===== config.mk =====
export PLATFORM = sky130hd
export DESIGN_NAME = ncl_sum_sink
export DESIGN_NICKNAME = d
export VERILOG_FILES = /design/src/rtl/ncl_sum_sink.sv
export SDC_FILE = /design/constraint.sdc
export NUM_CORES = 1
export LEC_CHECK = 0
export BUFFER_PORTS_ARGS = -buffer_cell sky130_fd_sc_hd__buf_4
export CELL_PAD_IN_SITES_DETAIL_PLACEMENT = 1
export CELL_PAD_IN_SITES_GLOBAL_PLACEMENT = 2
export CORE_MARGIN = 4
export CORE_UTILIZATION = 43
export DETAILED_ROUTE_END_ITERATION = 6
export PLACE_DENSITY = 0.91
export REMOVE_ABC_BUFFERS = 1
export SETUP_SLACK_MARGIN = 0.1
export SLEW_MARGIN = 0
export SYNTH_ARGS = -nofsm -noshare
export SYNTH_HDL_FRONTEND = slang
export SYNTH_SLANG_ARGS = --single-unit

===== constraint.sdc =====
create_clock -name clk -period 4.7 [get_ports clk]
set_clock_uncertainty 0.15 [all_clocks]
set_input_delay 0.47 -clock clk [delete_from_list [all_inputs] [get_ports clk]]
set_output_delay 0.47 -clock clk [all_outputs]
set_load 0.02 [all_outputs]

===== src/rtl/ncl_sum_sink.sv =====
// Completion sink for a dual-rail NCL ripple adder: synchronizes the sum and carry rails,
// detects DATA and NULL wavefronts, and queues each decoded result in a small FIFO.
module ncl_sum_sink #(
  parameter int N     = 8,
  parameter int DEPTH = 4
) (
  input  logic         clk,
  input  logic         init_n,
  input  logic [N-1:0] sum0,
  input  logic [N-1:0] sum1,
  input  logic         cout0,
  input  logic         cout1,
  output logic         sumCOMP,
  output logic [N:0]   rd_data,
  output logic         rd_valid,
  input  logic         rd_ready,
  output logic         err,
  input  logic         err_clr,
  output logic [1:0]   o_dbg_state
);

  localparam int AW = $clog2(DEPTH);
  localparam logic [AW:0] PTR_ONE = {{AW{1'b0}}, 1'b1};

  typedef enum logic [1:0] {
    WAIT_DATA = 2'd0,
    WAIT_NULL = 2'd1,
    STALL     = 2'd2
  } state_t;

  state_t r_state;
  state_t w_next;

  // Rails packed as {carry, sum}, so bit N is the carry pair.
  logic [N:0] r_meta0, r_meta1, r_sync0, r_sync1;

  always_ff @(posedge clk) begin
    if (!init_n) begin
      r_meta0 <= '0;
      r_meta1 <= '0;
      r_sync0 <= '0;
      r_sync1 <= '0;
    end else begin
      r_meta0 <= {cout0, sum0};
      r_meta1 <= {cout1, sum1};
      r_sync0 <= r_meta0;
      r_sync1 <= r_meta1;
    end
  end

  logic w_illegal, w_complete, w_all_null;
  assign w_illegal  = |(r_sync0 & r_sync1);
  assign w_complete = &(r_sync0 ^ r_sync1);
  assign w_all_null = ~|(r_sync0 | r_sync1);

  logic [AW:0] r_wptr, r_rptr;
  logic [N:0]  r_mem [DEPTH];
  logic        w_fifo_empty, w_fifo_full, w_push, w_pop, w_can_free;

  assign w_fifo_empty = (r_wptr == r_rptr);
  assign w_fifo_full  = (r_wptr[AW] != r_rptr[AW]) && (r_wptr[AW-1:0] == r_rptr[AW-1:0]);
  assign w_pop        = !w_fifo_empty && rd_ready;
  assign w_can_free   = !w_fifo_full || w_pop;

  // A capture only happens in WAIT_DATA, which is entered only with a free entry,
  // so the FIFO never sees a push while full.
  always_comb begin
    w_next = r_state;
    w_push = 1'b0;
    case (r_state)
      WAIT_DATA: begin
        if (w_complete && !w_illegal) begin
          w_push = 1'b1;
          w_next = WAIT_NULL;
        end
      end
      WAIT_NULL: begin
        if (w_all_null) w_next = w_can_free ? WAIT_DATA : STALL;
      end
      STALL: begin
        if (w_can_free) w_next = WAIT_DATA;
      end
      default: w_next = WAIT_DATA;
    endcase
  end

  always_ff @(posedge clk) begin
    if (!init_n) begin
      r_state <= WAIT_DATA;
      r_wptr  <= '0;
      r_rptr  <= '0;
    end else begin
      r_state <= w_next;
      if (w_push) r_wptr <= r_wptr + PTR_ONE;
      if (w_pop)  r_rptr <= r_rptr + PTR_ONE;
    end
  end

  always_ff @(posedge clk) begin
    if (w_push) r_mem[r_wptr[AW-1:0]] <= r_sync1;
  end

  logic r_err;
  always_ff @(posedge clk) begin
    if (!init_n)        r_err <= 1'b0;
    else if (w_illegal) r_err <= 1'b1;
    else if (err_clr)   r_err <= 1'b0;
  end

  assign sumCOMP     = (r_state != WAIT_DATA);
  assign rd_data     = r_mem[r_rptr[AW-1:0]];
  assign rd_valid    = !w_fifo_empty;
  assign err         = r_err;
  assign o_dbg_state = r_state;

endmodule


==> results.toml <==
[outcome]
status = "completed"

[run]
maxCapViolCount = 0

[synthesis]
seq_area_frac_synth_pct = 63.4
synth_cells = 228
synth-seq-cells = 83
async_flop_share_pct = 0
synth_flop_cell = "dfxtp_1"
post-synth-top-count-cell = "dfxtp_1"
ys_top_cells_by_count = "47 x dfxtp_1, 43 x and2_1, 36 x edfxtp_1, 23 x ha_1, 20 x inv_1"
synth_top_area_share_pct = 33.9
synth_edf_count = 36
yosysWarnings = 0
synth_cell_types = 34
synth.avg_cell_area_um2 = 14.0
netlist_area_um2 = 3190
yosysTopAreaCell = "edfxtp_1"
netlist_top_cells_area = "edfxtp_1 34%, dfxtp_1 30%, ha_1 9.0%, and2_1 8.4%, mux4_2 6.4%"

[final_layout]
multiInputGateArea_um2 = 1060
area_growth_pct = 18.4
layout.nets = 312
layout-drive-gt1-share_pct = 22.8
num_antenna_cells = 0
fill_cells = 744
regArea_um2 = 2020

[power]
p_leak_nw = 1.54
max-vdd-ir-drop_v = 0.000200
switching_share_pct = 19.0
powerDensity_nw_per_um2 = 366
combPwrFrac_pct = 3.2
p_int_w = 0.00112
pwr-share-seq_pct = 55.8
p_clk_share_pct = 41.0
power.switching_w = 0.000263

[sta]
rsz0062_at_grt = "false"
fmax_ghz = 0.390
drv_slew = 0
slew_headroom_pct = 62.1
whs_ns = 0.183
final.setup.tns_ns = 0
min_period_over_period_pct = 54.5
fin_ws_ns = 2.14
max_slew.worst_pin.slew_ns = 0.568
finalHoldViolCount = 0
finalSetupViolCount = 0
min_period_ns = 2.56

[worst_setup_path]
slowest_stage = "and2_1"
critical_path_required_ns = 4.54
rrSetupSlack_ns = 2.14
cp.arrival_ns = 2.40
crit_chain = "inv_1, ha_1, nand4_1, or3_4, nor3_4, and2_1"
critPathMaxStageDelay_ns = 0.49
endpoint_kind = "register"
reg2reg_to = "r_mem[1][5]$_DFFE_PP_"
cp-startpoint = "r_sync1[5]$_SDFF_PN0_"
reg2reg_from = "r_sync1[5]$_SDFF_PN0_"
r2r_cells = 6
cp_max_fo = 9
critPathLaunchType = "register"
crit_type = "register to register"

[grt]
grt_max_degree = 51
overflow = 0
antenna_found_initial = 0
grt_pass1_wl_um = 8650
grt.total_usage_pct = 13.2
grt_pass1_vias = 1805

[detailed_routing]
vias_per_cell = 4.74
num_vias = 1757
dr.pass1.iters = 4
wire_per_inst_um = 13.8
route.detailed.drc = 0
ant_nets = 0
drt-initial-drc-count = 104
wl_um = 5120

[clocking]
numCtsBuffers = 9
cts.reportedPaths.clkPinSlew_ns = 0.08
cts_resized = 0
holdBufCountCts = 0
root_buffer = "clkbuf_8"
clock-sinks = 83
cts_tree = "done"
clock_latency_ns = 0.34
cts_buffer_depth = 2
cts_htree_levels = 3
post_cts_buffers = 0

[floorplan]
io_pins = 36
core-area_um2 = 7210
initial_utilization_pct = 44.2
core.rowCount = 31
die_y_um = 94.1
die_area_um2 = 8860
fp.dieW_um = 94.1

[hold_path]
min_path_type = "primary input to register"
hp-start = "sum1[5]"
worstHoldEndpoint = "r_meta1[5]$_SDFF_PN0_"
worstHoldPathCells = 2

[placement]
place_hpwl_um = 3670
place_ws_ns = 2.08
port_buffers = 35
gp_routability_congestion = 0.726
metrics by stage:
stage	area (um2)	utilization, %	power, W	instances
after CTS	3780	52.4	0.00140	371
after floorplan	3160	-	0.000808	221
final	3780	52.4	0.00138	371
after detailed placement	3550	49.2	0.000835	355
after global routing	3780	52.4	0.00144	371
after global placement	3550	49.2	0.000833	355
cell families (layout without fill, tap and decap cells):
group	Yosys count	count (layout)	share of synthesized area [%]
buffers and inverters	27	71	3.22
and+or+nand+nor	71	71	13.8
adders and majority gates	23	23	9.02
AOI/OAI and AO/OA	8	8	2.16
DFF	83	83	63.4
muxes	11	11	6.98
xor gates and xnor gates	5	5	1.37
worst max-delay path, delay by kind of cell, from the launching register on:
family | cells | cell delay (ns)
and+or+nand+nor | 4 | 1.26
DFF | 1 | 0.44
adders and majority gates | 1 | 0.27
buffers and inverters | 1 | 0.08
how the worst max path moves through the flow:
| stage | to | cells past startpoint | slack [ns] |
|---|---|---|---|
| after global routing | r_mem[0][5]$_DFFE_PP_ | 6 | 1.90 |
| after global placement | r_mem[0][5]$_DFFE_PP_ | 6 | 2.19 |
| after CTS | r_mem[0][5]$_DFFE_PP_ | 5 | 2.08 |
| after detailed placement | r_mem[0][8]$_DFFE_PP_ | 6 | 2.08 |
| final | r_mem[1][5]$_DFFE_PP_ | 6 | 2.14 |
| after floorplan | r_mem[3][0]$_DFFE_PP_ | 4 | 2.43 |
cells in the final DEF (no fill, tap or decap), drive strengths merged, types with 2 or more instances in the layout:
| master | n |
|---|---|
| buf | 35 |
| o21a | 2 |
| mux4 | 9 |
| nand4 | 3 |
| nand2 | 7 |
| and2 | 43 |
| ha | 23 |
| xnor2 | 2 |
| dfxtp | 47 |
| xor2 | 3 |
| nand3 | 4 |
| bufinv | 2 |
| inv | 20 |
| mux2i | 2 |
| clkinv | 2 |
| edfxtp | 36 |
| clkbuf | 12 |
| nor3 | 2 |
| o311ai | 2 |
| or3 | 3 |
registers in the layout, indices dropped and copies added, names as in the netlist, named ones only:
name / flops
r_sync1: 9
o_dbg_state: 2
r_meta1: 9
r_meta0: 9
r_rptr: 3
r_wptr: 3
r_sync0: 9
r_mem: 36
err: 1
power by group through the flow:
stage / registers, W / logic [W] / clock network [W]
after detailed placement: 0.000790 / 0.0000456 / 0
final: 0.000773 / 0.0000439 / 0.000567
after CTS: 0.000773 / 0.0000457 / 0.000585
after global placement: 0.000789 / 0.0000442 / 0
after floorplan: 0.000787 / 0.0000208 / 0
after global routing: 0.000775 / 0.0000523 / 0.000613
routing by layer:
metal | GRT usage [%] | share of wire [%] | vias up
met5 | 0 | 0 | -
met2 | 21.1 | 50 | 36
met4 | 5.05 | 0.90 | 0
met3 | 4.49 | 5.3 | 4
met1 | 16.6 | 44 | 856
li1 | - | - | 861
area by class of cell:
type                    count  area share (%)
flip-flops and latches     83            53.5
multi-input cells         118            28.2
repair buffers             35            6.96
clock buffers              12            4.14
well taps                  99            3.28
inverters                  20            1.99
clock inverters             4            1.92
Power figures use the tool's default switching activity.
